$ cat src/rtl/cmd_dispatcher.sv
// Command dispatcher: queues {cmd, arg0} commands and runs them one at a time on indexed agents.
// Optional busy-cycle counter port is enabled with `define CMD_DISPATCHER_PERF_EN.
module cmd_dispatcher #(
  parameter int NUM_AGENTS = 4,
  parameter int SEL_WIDTH  = 2,
  parameter int ROW_WIDTH  = 8,
  parameter int COLS_WIDTH = 10,
  parameter int RES_WIDTH  = 32,
  parameter int FIFO_DEPTH = 4
) (
  input  logic                             clk,
  input  logic                             reset,
  input  logic [2:0]                       cmd,
  input  logic [31:0]                      cmd_arg0,
  input  logic                             cmd_valid,
  output logic                             cmd_ready,
  output logic [RES_WIDTH-1:0]             res,
  output logic                             res_valid,
  input  logic                             res_ready,
  output logic                             cmd_error,
  output logic [NUM_AGENTS-1:0]            agent_start,
  input  logic [NUM_AGENTS-1:0]            agent_ready,
  output logic [31:0]                      agent_arg0,
  input  logic [NUM_AGENTS*RES_WIDTH-1:0]  agent_res,
  input  logic [NUM_AGENTS*ROW_WIDTH-1:0]  agent_row_select,
  input  logic [NUM_AGENTS*COLS_WIDTH-1:0] agent_columns_new,
  input  logic [NUM_AGENTS-1:0]            agent_columns_write,
  output logic [ROW_WIDTH-1:0]             arena_row_select,
  output logic [COLS_WIDTH-1:0]            arena_columns_new,
  output logic                             arena_columns_write,
  output logic [2:0]                       state_dbg
`ifdef CMD_DISPATCHER_PERF_EN
  ,
  output logic [31:0]                      perf_busy_cycles
`endif
);

  localparam int PTR_W = $clog2(FIFO_DEPTH);

  typedef enum logic [2:0] {
    IDLE   = 3'd0,
    START  = 3'd1,
    SETTLE = 3'd2,
    WAIT   = 3'd3,
    RESULT = 3'd4
  } state_t;

  state_t state_q, state_d;

  // Handshakes: a transfer happens on a rising edge where valid and ready are both high;
  // valid and its payload stay stable until that edge, ready may change freely.
  logic [34:0]      mem [FIFO_DEPTH];
  logic [PTR_W-1:0] wr_ptr, rd_ptr;
  logic [PTR_W:0]   count;
  logic             push, pop, fifo_empty, fifo_full;
  logic [2:0]       head_cmd;
  logic [31:0]      head_arg;
  logic             head_bad;

  assign fifo_empty = (count == '0);
  assign fifo_full  = (count == (PTR_W+1)'(FIFO_DEPTH));
  assign cmd_ready  = !fifo_full;
  assign push       = cmd_valid && !fifo_full;
  assign head_cmd   = mem[rd_ptr][34:32];
  assign head_arg   = mem[rd_ptr][31:0];
  assign head_bad   = ({29'd0, head_cmd} >= 32'(NUM_AGENTS));

  always_ff @(posedge clk) begin
    if (push) mem[wr_ptr] <= {cmd, cmd_arg0};
  end

  always_ff @(posedge clk) begin
    if (reset) begin
      wr_ptr <= '0;
      rd_ptr <= '0;
      count  <= '0;
    end else begin
      if (push) wr_ptr <= wr_ptr + 1'b1;
      if (pop)  rd_ptr <= rd_ptr + 1'b1;
      case ({push, pop})
        2'b10:   count <= count + 1'b1;
        2'b01:   count <= count - 1'b1;
        default: count <= count;
      endcase
    end
  end

  logic [SEL_WIDTH-1:0]  idx_q;
  logic [31:0]           arg0_q;
  logic [RES_WIDTH-1:0]  res_q;
  logic                  load, capture;
  logic                  sel_ready, sel_wr;
  logic [RES_WIDTH-1:0]  sel_res;
  logic [ROW_WIDTH-1:0]  sel_row;
  logic [COLS_WIDTH-1:0] sel_cols;

  always_comb begin
    sel_ready = 1'b0;
    sel_wr    = 1'b0;
    sel_res   = '0;
    sel_row   = '0;
    sel_cols  = '0;
    for (int i = 0; i < NUM_AGENTS; i++) begin
      if (idx_q == SEL_WIDTH'(i)) begin
        sel_ready = agent_ready[i];
        sel_wr    = agent_columns_write[i];
        sel_res   = agent_res[i*RES_WIDTH +: RES_WIDTH];
        sel_row   = agent_row_select[i*ROW_WIDTH +: ROW_WIDTH];
        sel_cols  = agent_columns_new[i*COLS_WIDTH +: COLS_WIDTH];
      end
    end
  end

  always_comb begin
    state_d   = state_q;
    pop       = 1'b0;
    load      = 1'b0;
    capture   = 1'b0;
    cmd_error = 1'b0;
    case (state_q)
      IDLE: begin
        if (!fifo_empty) begin
          pop = 1'b1;
          if (head_bad) begin
            cmd_error = 1'b1;
          end else begin
            load    = 1'b1;
            state_d = START;
          end
        end
      end
      START:  state_d = SETTLE;
      // One settle cycle so the agent has dropped ready before we look at it.
      SETTLE: state_d = WAIT;
      WAIT: begin
        if (sel_ready) begin
          capture = 1'b1;
          state_d = RESULT;
        end
      end
      RESULT: begin
        if (res_ready) state_d = IDLE;
      end
      default: state_d = IDLE;
    endcase
  end

  always_ff @(posedge clk) begin
    if (reset) begin
      state_q <= IDLE;
      idx_q   <= '0;
      arg0_q  <= '0;
      res_q   <= '0;
    end else begin
      state_q <= state_d;
      if (load) begin
        idx_q  <= SEL_WIDTH'(head_cmd);
        arg0_q <= head_arg;
      end
      if (capture) res_q <= sel_res;
    end
  end

  always_comb begin
    agent_start = '0;
    for (int i = 0; i < NUM_AGENTS; i++) begin
      agent_start[i] = (state_q == START) && (idx_q == SEL_WIDTH'(i));
    end
  end

  logic arena_active;
  assign arena_active        = (state_q == START) || (state_q == SETTLE) || (state_q == WAIT);
  assign arena_row_select    = arena_active ? sel_row  : '0;
  assign arena_columns_new   = arena_active ? sel_cols : '0;
  assign arena_columns_write = arena_active && sel_wr;

  assign agent_arg0 = arg0_q;
  assign res        = res_q;
  assign res_valid  = (state_q == RESULT);
  assign state_dbg  = state_q;

`ifdef CMD_DISPATCHER_PERF_EN
  always_ff @(posedge clk) begin
    if (reset) begin
      perf_busy_cycles <= '0;
    end else if ((state_q != IDLE) && (perf_busy_cycles != 32'hFFFF_FFFF)) begin
      perf_busy_cycles <= perf_busy_cycles + 32'd1;
    end
  end
`endif

endmodule

$ cat config.mk
export PLATFORM = sky130hd
export DESIGN_NAME = cmd_dispatcher
export DESIGN_NICKNAME = d
export VERILOG_FILES = /design/src/rtl/cmd_dispatcher.sv
export SDC_FILE = /design/constraint.sdc
export NUM_CORES = 1
export LEC_CHECK = 0
export CAP_MARGIN = 20
export CORE_MARGIN = 2
export CORE_UTILIZATION = 37
export CTS_BUF_LIST = sky130_fd_sc_hd__clkbuf_4
export DETAILED_ROUTE_END_ITERATION = 10
export GPL_ROUTABILITY_DRIVEN = 1
export GPL_TIMING_DRIVEN = 1
export PLACE_DENSITY_LB_ADDON = 0.2
export SYNTH_ARGS = -nofsm -noshare
export SYNTH_HDL_FRONTEND = slang
export SYNTH_SLANG_ARGS = --single-unit
$ cat constraint.sdc
create_clock -name clk -period 2.4 [get_ports clk]
set_input_delay 0.48 -clock clk [delete_from_list [all_inputs] [get_ports clk]]
set_output_delay 0.48 -clock clk [all_outputs]
set_load 0.01 [all_outputs]
==> flow_metrics.tcl <==
set metrics [dict create \
    status "finished with violations" \
    violations "negative setup slack" \
    max_stage_delay_ns 0.50 \
    grt_pass1_vias 7373 \
    seq_area_frac_synth 0.5786 \
    n_fill_cell 2228 \
    die_width_um 168.1 \
    met3_usage 0.05853 \
    stdcell_area_um2 14560 \
    synth_edf_count 140 \
    root_buffer "clkbuf_4" \
    crit_type "reg2out" \
    timing.hold.ws_ns 0.3082 \
    synth_nets 910 \
    dr.pass1.iters 4 \
    drive_gt1_frac 0.2689 \
    globalRouteMet1Util 0.2384 \
    cp_data_arrival_time_ns 2.01 \
    rsz0062_at_grt "yes" \
    fmax_mhz 401.7 \
    cap_violations 0 \
    r2r_start "idx_q[0]$_SDFFE_PP0P_" \
    critPathMaxFanout 7 \
    synth_cells 657 \
    clock_sinks 218 \
    fin_crit_sh 1.037 \
    dpl_worst_slack_ns -0.1455 \
    ant_nets 0 \
    synth_area_leader_cell "edfxtp_1" \
    yosysUniqueCellTypes 37 \
    worstHoldPathType "in2reg" \
    grt_max_degree 78 \
    final_nets 1268 \
    slowest_stage "mux4_2" \
    cts_made_buffers 56 \
    grt_use_met2 0.3385 \
    synth_top_area_share 0.4219 \
    dp_hpwl_um 19420 \
    post-route-drc-count 0 \
    max-slew-margin-rel 0.4988 \
    fin_skew_ns 0.05379 \
    die_height_um 168.1 \
    portBuffers 339 \
    hold_depth 3 \
    clk_pin_slew_ns 0.06 \
    end_kind "primary output" \
    core-area_um2 26730 \
    place_area_um2 13870 \
    tritoncts "done" \
    io_pins 340 \
    htreeDepth 2 \
    viasPerCell 5.255 \
    busiest_layer "met2" \
    finalMaxSlewViolations 0 \
    synth_ff_type "edfxtp_1" \
    track_usage 0.1988 \
    worstRegToRegCells 6 \
    multi_input_area_um2 3925 \
    cp-startpoint "idx_q[0]$_SDFFE_PP0P_" \
    clk_latency_ns 0.66 \
    worstMarginPinSlew_ns 0.7517 \
    syn_area_per_cell_um2 15.17 \
    finish.utilization 0.5448 \
    syn_to_final_growth_pct 46.12 \
    ys_ff_latch 218 \
    hold_start "reset" \
    wl_per_cell_um 20.70 \
    synthesis.area_um2 9965 \
    wirelength_um 29080 \
    grt_overflow_total 0 \
    p_per_area_nw_per_um2 866.2 \
    ys_top_cells_by_area "edfxtp_1 (42%), mux4_2 (20%), dfxtp_1 (16%)" \
    p_leak_nw 4.900 \
    drt_iter0_markers 390 \
    worst_slack_ns -0.08912 \
    cts_buffer_depth 3 \
    final-setup-viol-count 19 \
    yosysWarningCount 0 \
    async_flop_share 0 \
    grt_pass1_wl_um 43280 \
    cp.required_ns 1.92 \
    antenna_found_initial 8 \
    crit_chain "buf_12 > mux4_2 > nor2b_1 > buf_2" \
    rrSetupSlack_ns 0.18 \
    start_kind "register" \
    seqCellArea_um2 5782 \
    fp-row-count 60 \
    routabilityCongestion 0.7975 \
    min_period_ns 2.489 \
    via_count 7383 \
    dieArea_um2 28260 \
    initial_core_util 0.3728 \
    setup_tns_ns -1.287 \
    hold_violations 0 \
    irDropWorstVdd_v 0.0005407 \
]
## worst max-delay path, delay by kind of cell (launching register included)
kind	cells	cell delay, ns
mux	1	0.50
flops	1	0.44
buf+inv	2	0.29
simple gates	1	0.16
## logic make-up after synthesis
| logic type | share of synthesized area |
|---|---|
| buffers and inverters | 0.03302 |
| AND/OR/NAND/NOR | 0.08200 |
| AO/OA/AOI/OAI | 0.09970 |
| XOR/XNOR | 0.001758 |
| flip-flops | 0.5786 |
| multiplexers | 0.1966 |
| adder cells (fa/ha/maj) | 0.008287 |
## flip-flops by register name, indices dropped and copies added, names as in the netlist, named ones only
name        count
count           3
agent_arg0     32
res            32
rd_ptr          2
wr_ptr          2
idx_q           2
state_dbg       3
mem           140
## report_power, final
part	total, mW	internal [mW]	switching (mW)
Combinational	4.88	2.45	2.43
Sequential	4.72	4.47	0.255
Clock	3.01	1.53	1.48
## per-layer routing
layer / vias up / share of wire
li1: 3424 / -
met1: 3644 / 0.40
met2: 252 / 0.49
met3: 57 / 0.072
met4: 6 / 0.031
met5: - / 0.0014
## what timing repair did
item | 4_1_cts | 5_1_grt
hold buffers | 0 | 0
resized for setup | 103 | 16
pin swaps | 1 | 0
setup buffers | 5 | 1
setup endpoints to repair | 26 | 24
## cells in the mapped netlist (5+ instances only)
cell and n:
nor2b_1 19, mux4_2 87, dfxtp_1 78, clkbuf_2 5, a21bo_2 32, inv_1 6
buf_1 7, buf_2 12, nor2_1 6, edfxtp_1 140, a21oi_1 74, or4b_1 31
and3_1 5, o31ai_1 35, nand3_1 34, ha_1 5, clkbuf_1 46
## layout make-up
class                   count  area share
multi-input cells         361      0.2696
repair buffers            372      0.2541
clock buffers              79     0.04073
flip-flops and latches    218      0.3971
inverters                   6    0.001547
clock inverters            24    0.006961
diodes                      4   0.0006875
well taps                 341     0.02930
## path summary, 6_finish.rpt
kind / endpoint
setup / recovery: arena_columns_new[3]
hold / removal: res[20]$_SDFFE_PP0P_
setup reg to reg: state_dbg[1]$_SDFFE_PP0P_
hold reg to reg: agent_arg0[24]$_SDFFE_PP0P_
## cell usage in the layout (no fill, tap or decap), types with 17 or more instances in the layout
cell / synthesis / layout
mux4_2: 87 / 87
clkinv_1: 0 / 20
clkbuf_4: 0 / 79
nand3_1: 34 / 34
clkdlybuf4s50_1: 0 / 312
buf_2: 12 / 20
o31ai_1: 35 / 35
a21bo_2: 32 / 32
a21oi_1: 74 / 74
edfxtp_1: 140 / 140
or4b_1: 31 / 31
dfxtp_1: 78 / 71
nor2b_1: 19 / 17
buf_4: 0 / 18
## stage by stage
step | total power, mW | instances
after global placement | 9.700 | 1293
after floorplan | 7.745 | 657
after global routing | 13.39 | 1404
after CTS | 12.77 | 1400
after detailed placement | 9.747 | 1293
final | 12.61 | 1405
Power figures use the tool's default switching activity.
